### config.mk
export PLATFORM = sky130hd
export DESIGN_NAME = keypad_emulator
export DESIGN_NICKNAME = d
export VERILOG_FILES = /design/src/rtl/keypad_pkg.sv /design/src/rtl/keypad_bounce_lfsr.sv /design/src/rtl/keypad_emulator.sv
export SDC_FILE = /design/constraint.sdc
export NUM_CORES = 1
export LEC_CHECK = 0
export ABC_AREA = 1
export CORE_MARGIN = 8
export CORE_UTILIZATION = 40
export CTS_BUF_LIST = sky130_fd_sc_hd__clkbuf_4 sky130_fd_sc_hd__clkbuf_8 sky130_fd_sc_hd__clkbuf_16
export DETAILED_ROUTE_END_ITERATION = 7
export PLACE_DENSITY = 0.63
export SLEW_MARGIN = 25
export SYNTH_ARGS = -nofsm -noshare
export SYNTH_HDL_FRONTEND = slang
export SYNTH_SLANG_ARGS = --single-unit
export TNS_END_PERCENT = 5
### constraint.sdc
create_clock -name clk -period 2.5 [get_ports clk]
set_clock_uncertainty 0.2 [all_clocks]
set_input_delay 0.25 -clock clk [delete_from_list [all_inputs] [get_ports clk]]
set_output_delay 0.25 -clock clk [all_outputs]
set_load 0.005 [all_outputs]
### src/rtl/keypad_pkg.sv
// Shared types and key-map lookup for the 4x4 keypad emulator and the scanner/decoder bench.
package keypad_pkg;

    localparam logic [3:0] ROW_IDLE = 4'b1111;

    typedef enum logic [2:0] {
        ST_IDLE,
        ST_BOUNCE_IN,
        ST_HELD,
        ST_BOUNCE_OUT,
        ST_GAP
    } state_t;

    typedef struct packed {
        logic [1:0] col;
        logic [1:0] row;
    } key_pos_t;

    // Hex key code to its (column, row index) position on the matrix.
    function automatic key_pos_t key_lookup(input logic [3:0] code);
        key_pos_t p;
        p = '0;
        case (code)
            4'h1: p = '{col: 2'd0, row: 2'd0};
            4'h4: p = '{col: 2'd0, row: 2'd1};
            4'h7: p = '{col: 2'd0, row: 2'd2};
            4'hA: p = '{col: 2'd0, row: 2'd3};
            4'h2: p = '{col: 2'd1, row: 2'd0};
            4'h5: p = '{col: 2'd1, row: 2'd1};
            4'h8: p = '{col: 2'd1, row: 2'd2};
            4'h0: p = '{col: 2'd1, row: 2'd3};
            4'h3: p = '{col: 2'd2, row: 2'd0};
            4'h6: p = '{col: 2'd2, row: 2'd1};
            4'h9: p = '{col: 2'd2, row: 2'd2};
            4'hB: p = '{col: 2'd2, row: 2'd3};
            4'hF: p = '{col: 2'd3, row: 2'd0};
            4'hE: p = '{col: 2'd3, row: 2'd1};
            4'hD: p = '{col: 2'd3, row: 2'd2};
            4'hC: p = '{col: 2'd3, row: 2'd3};
            default: p = '0;
        endcase
        return p;
    endfunction

endpackage

### src/rtl/keypad_bounce_lfsr.sv
// 16-bit Galois LFSR (taps 16,14,13,11) supplying pseudo-random contact chatter during bounce.
module keypad_bounce_lfsr #(
    parameter logic [15:0] SEED = 16'hACE1
) (
    input  logic clk,
    input  logic rst_n,
    input  logic enable,
    output logic bit_out
);

    localparam logic [15:0] TAPS = 16'hB400;

    logic [15:0] lfsr_q;

    always_ff @(posedge clk or negedge rst_n) begin
        if (!rst_n) begin
            lfsr_q <= SEED;
        end else if (enable) begin
            lfsr_q <= {1'b0, lfsr_q[15:1]} ^ (lfsr_q[0] ? TAPS : 16'h0000);
        end
    end

    assign bit_out = lfsr_q[0];

endmodule

### src/rtl/keypad_emulator.sv
// 4x4 matrix keypad emulator: presses a requested key and drives active-low rows for the scanned column.
// Optional contact bounce on make/break edges is enabled with `define KEYPAD_BOUNCE_EN.
module keypad_emulator
    import keypad_pkg::*;
#(
    parameter int unsigned PRESS_CYCLES  = 64,
    parameter int unsigned GAP_CYCLES    = 16,
    parameter int unsigned BOUNCE_CYCLES = 8,
    parameter logic [15:0] LFSR_SEED     = 16'hACE1
) (
    input  logic       clk,
    input  logic       rst_n,
    input  logic       key_valid,
    input  logic [3:0] key_code,
    output logic       key_ready,
    input  logic [1:0] col,
    output logic [0:3] row,
    output logic       busy,
    output logic       done
);

    localparam int unsigned MAX_PG     = (PRESS_CYCLES > GAP_CYCLES) ? PRESS_CYCLES : GAP_CYCLES;
    localparam int unsigned MAX_CYCLES = (MAX_PG > BOUNCE_CYCLES) ? MAX_PG : BOUNCE_CYCLES;
    localparam int unsigned CNT_W      = $clog2(MAX_CYCLES + 1);

    localparam logic [CNT_W-1:0] PRESS_LOAD = CNT_W'(PRESS_CYCLES - 1);
    localparam logic [CNT_W-1:0] GAP_LOAD   = CNT_W'(GAP_CYCLES - 1);
`ifdef KEYPAD_BOUNCE_EN
    localparam logic [CNT_W-1:0] BOUNCE_LOAD = CNT_W'(BOUNCE_CYCLES - 1);
`endif

    // Reject parameter values the counter scheme cannot represent.
    if (PRESS_CYCLES < 1 || GAP_CYCLES < 1 || BOUNCE_CYCLES < 1) begin : g_bad_cycles
        $error("keypad_emulator: cycle parameters must be >= 1");
    end
    if (LFSR_SEED == 16'h0000) begin : g_bad_seed
        $error("keypad_emulator: LFSR_SEED must be non-zero");
    end

    state_t           state_q, state_d;
    logic [CNT_W-1:0] cnt_q, cnt_d;
    logic [3:0]       code_q;
    logic [0:3]       row_d;
    logic             busy_d, ready_d, done_d;
    logic             accept;
    logic             contact;
    key_pos_t         pos;

`ifdef KEYPAD_BOUNCE_EN
    logic lfsr_en;
    logic lfsr_bit;

    assign lfsr_en = (state_q == ST_BOUNCE_IN) || (state_q == ST_BOUNCE_OUT);

    keypad_bounce_lfsr #(
        .SEED(LFSR_SEED)
    ) u_lfsr (
        .clk    (clk),
        .rst_n  (rst_n),
        .enable (lfsr_en),
        .bit_out(lfsr_bit)
    );
`endif

    assign accept = key_valid && key_ready;

    // Next-state, counter and registered-output logic.
    always_comb begin
        state_d = state_q;
        cnt_d   = cnt_q;
        contact = 1'b0;
        pos     = key_lookup(code_q);

        case (state_q)
            ST_IDLE: begin
                if (accept) begin
`ifdef KEYPAD_BOUNCE_EN
                    state_d = ST_BOUNCE_IN;
                    cnt_d   = BOUNCE_LOAD;
`else
                    state_d = ST_HELD;
                    cnt_d   = PRESS_LOAD;
`endif
                end
            end
`ifdef KEYPAD_BOUNCE_EN
            ST_BOUNCE_IN: begin
                contact = lfsr_bit;
                if (cnt_q == '0) begin
                    state_d = ST_HELD;
                    cnt_d   = PRESS_LOAD;
                end else begin
                    cnt_d = cnt_q - CNT_W'(1);
                end
            end
            ST_BOUNCE_OUT: begin
                contact = lfsr_bit;
                if (cnt_q == '0) begin
                    state_d = ST_GAP;
                    cnt_d   = GAP_LOAD;
                end else begin
                    cnt_d = cnt_q - CNT_W'(1);
                end
            end
`endif
            ST_HELD: begin
                contact = 1'b1;
                if (cnt_q == '0) begin
`ifdef KEYPAD_BOUNCE_EN
                    state_d = ST_BOUNCE_OUT;
                    cnt_d   = BOUNCE_LOAD;
`else
                    state_d = ST_GAP;
                    cnt_d   = GAP_LOAD;
`endif
                end else begin
                    cnt_d = cnt_q - CNT_W'(1);
                end
            end
            ST_GAP: begin
                if (cnt_q == '0) begin
                    state_d = ST_IDLE;
                    cnt_d   = '0;
                end else begin
                    cnt_d = cnt_q - CNT_W'(1);
                end
            end
            default: begin
                state_d = ST_IDLE;
                cnt_d   = '0;
            end
        endcase

        row_d = ROW_IDLE;
        if (contact && (col == pos.col)) begin
            row_d[pos.row] = 1'b0;
        end

        // Outputs are decoded from the next state so they line up with the state register.
        busy_d  = (state_d != ST_IDLE);
        ready_d = (state_d == ST_IDLE);
        done_d  = (state_d == ST_GAP) && (cnt_d == '0);
    end

    always_ff @(posedge clk or negedge rst_n) begin
        if (!rst_n) begin
            state_q   <= ST_IDLE;
            cnt_q     <= '0;
            code_q    <= '0;
            row       <= ROW_IDLE;
            key_ready <= 1'b1;
            busy      <= 1'b0;
            done      <= 1'b0;
        end else begin
            state_q   <= state_d;
            cnt_q     <= cnt_d;
            row       <= row_d;
            key_ready <= ready_d;
            busy      <= busy_d;
            done      <= done_d;
            if (accept) begin
                code_q <= key_code;
            end
        end
    end

endmodule

==> flow_summary.json <==
{
  "ys_warn_count": 0,
  "maxSlewViolCount": 0,
  "overflow": 0,
  "cts-root-buf": "clkbuf_4",
  "peakVddDrop_mv": 0.6180,
  "numCtsBuffers": 3,
  "min_period_ns": 1.975,
  "clk_path_buf_depth": 2,
  "cts_max_level": 1,
  "worst_ep_required_time_ns": 2.54,
  "nets": 183,
  "cts_post_setup_buffers_inserted": 0,
  "synth_cell_types": 24,
  "holdWs_ns": 0.1634,
  "hold_viol_final": 0,
  "crit_buf_inv": 2,
  "vias": 989,
  "cap_violations": 0,
  "grt_usage_pct": 11.02,
  "wirelength_um": 2525,
  "remaining_drc_errors": 0,
  "setup_tns_ns": 0,
  "cts_tree": "built",
  "io_buffers": 15,
  "synth.top_cell.area_share_pct": 34.59,
  "critical-path-slowest-cell": "dfrtp_1",
  "filler_cell_count": 258,
  "die_y_um": 69.79,
  "tightest_slew_ns": 0.7278,
  "hold_class": "input port to asynchronous set/reset pin",
  "clk_latency_ns": 0.30,
  "grt_max_degree": 17,
  "antenna_cells": 0,
  "ios": 16,
  "fin_ws_ns": 0.5251,
  "arrival_ns": 2.02,
  "synth_fp_nets": 163,
  "rows": 19,
  "p_per_area_nw_per_um2": 1063,
  "leakage_nw": 0.6902,
  "synth_area_um2": 1157,
  "drive_gt1_share_pct": 11.11,
  "cts_resized": 0,
  "cp_top_family": "simple AND/OR/NAND/NOR gates",
  "fp.dieW_um": 69.79,
  "rsz0062_at_grt": "false",
  "wire_per_inst_um": 12.50,
  "startpoint_type": "register",
  "core_um2": 2758,
  "fin_util_pct": 50.05,
  "power_mw": 1.468,
  "max_freq_mhz": 506.4,
  "synth.top_cells.by_area": "dfrtp_1 (35%), nand2_1 (12%), dfstp_2 (11%)",
  "clock-sinks": 21,
  "vias_per_cell": 4.896,
  "worstPathCellList": "inv_1 -> ha_1 -> inv_1 -> nor2_1 -> nand3_4 -> nand2_2 -> nand2_1 -> a21oi_1 -> nand3_1 -> nor2_1",
  "clk_pin_slew_worst_paths_ns": 0.11,
  "syn_area_per_cell_um2": 7.614,
  "slew_headroom_pct": 51.33,
  "fin_area_um2": 1380,
  "postCtsHoldBufs": 0,
  "syn_inst": 152,
  "end_kind": "register",
  "fin_cells": 202,
  "path_class": "register to register",
  "firstDrtPassIters": 4,
  "start_util_pct": 41.97,
  "period_share_pct": 78.99,
  "post-dp-hpwl_um": 1992,
  "placed_cell_area_um2": 1350,
  "crit_path_max_incr_delay_ns": 0.40,
  "multi_input_area_um2": 539.3,
  "grt_pass1_vias": 1027,
  "place_congestion": 0.8631,
  "grt_pass1_wl_um": 4491,
  "setup-violations-final": 0,
  "syn_to_final_growth_pct": 19.24,
  "pre_cts_ws_ns": 0.5398,
  "die-area_um2": 4871,
  "grt_antenna_before_repair": 0,
  "worstPathMaxFanout": 10,
  "regArea_um2": 531.8,
  "ys_ff_latch": 21,
  "yosysSeqAreaShare_pct": 45.95,
  "status": "completed",
  "drt-initial-drc-count": 62,
  "post-synth-top-area-cell": "dfrtp_1",
  "postRouteAntennaNets": 0,
  "place_inst": 198
}
==> sequential cells by signal, indices dropped and copies added (netlist names) <==
| register | cells |
|---|---|
| row | 4 |
| state_q | 3 |
| key_ready | 1 |
| busy | 1 |
| done | 1 |
| code_q | 4 |
| cnt_q | 7 |
==> layout make-up <==
class | instances | area share, %
inverter | 22 | 5.984
multi-input combinational | 108 | 39.08
tap | 31 | 2.811
timing repair buffer | 16 | 11.42
sequential | 21 | 38.53
clock buffer | 4 | 2.176
==> Yosys cell counts <==
cell type	instances
o22ai_1	1
xor2_1	1
nand2_1	37
xnor2_1	3
nor3_1	1
ha_1	2
a22oi_1	1
nand2_2	5
a21oi_1	4
clkbuf_1	1
o21ai_0	12
nor3_2	1
nand3_1	13
nor2_1	20
inv_1	22
conb_1	1
nor2_4	1
nand3_4	1
dfstp_2	5
nand3b_1	1
nor2_2	1
o211ai_1	1
nand4_1	1
dfrtp_1	16
==> final timing paths <==
kind                        startpoint   endpoint  slack [ns]  cells after the start
max                           cnt_q[0]       done        0.53                     10
min                              rst_n  code_q[3]        0.16                      1
max reg2reg                   cnt_q[0]       done        0.53                     10
min reg2reg                  code_q[0]  code_q[0]        0.41                      2
max in group asynchronous        rst_n   cnt_q[2]        1.36                      2
min in group clk           key_code[1]  code_q[1]        0.28                      3
==> layer usage <==
| metal | vias up | part of all wire [%] | GRT usage (%) |
|---|---|---|---|
| met4 | 0 | 0.91 | 2.679 |
| li1 | 513 | - | - |
| met5 | - | 0 | 0 |
| met3 | 4 | 3.0 | 3.290 |
| met2 | 14 | 50 | 20.10 |
| met1 | 458 | 46 | 12.00 |
==> cell families (layout without fill, tap and decap cells) <==
family | count (synthesis) | in the layout | share of synthesized area (%)
xor gates and xnor gates | 4 | 4 | 3.028
and+or+nand+nor | 82 | 82 | 32.32
buffers and inverters | 23 | 42 | 7.459
DFF | 21 | 21 | 45.95
adders and majority gates | 2 | 2 | 2.162
AOI/OAI and AO/OA | 19 | 19 | 8.758
other | 1 | 1 | 0.3240
==> layout by cell type (no fill, tap or decap) <==
cell type	n
o22ai_1	1
nor2_2	1
ha_1	2
o21ai_0	12
conb_1	1
inv_1	22
nand3_1	13
nand2_2	5
nand2_1	37
a22oi_1	1
nand3_4	1
nor2_1	20
clkbuf_4	4
nor3_2	1
nand3b_1	1
xnor2_1	3
o211ai_1	1
nor3_1	1
a21oi_1	4
dfrtp_1	16
buf_4	1
nand4_1	1
nor2_4	1
clkdlybuf4s50_1	15
xor2_1	1
dfstp_2	5
==> report_power, final <==
group | internal [mW] | leakage, nW | total (mW) | switching [mW]
logic | 0.292 | 0.414 | 0.749 | 0.457
clock network | 0.0732 | 0.0184 | 0.173 | 0.100
registers | 0.443 | 0.258 | 0.545 | 0.102
Power figures use the tool's default switching activity.
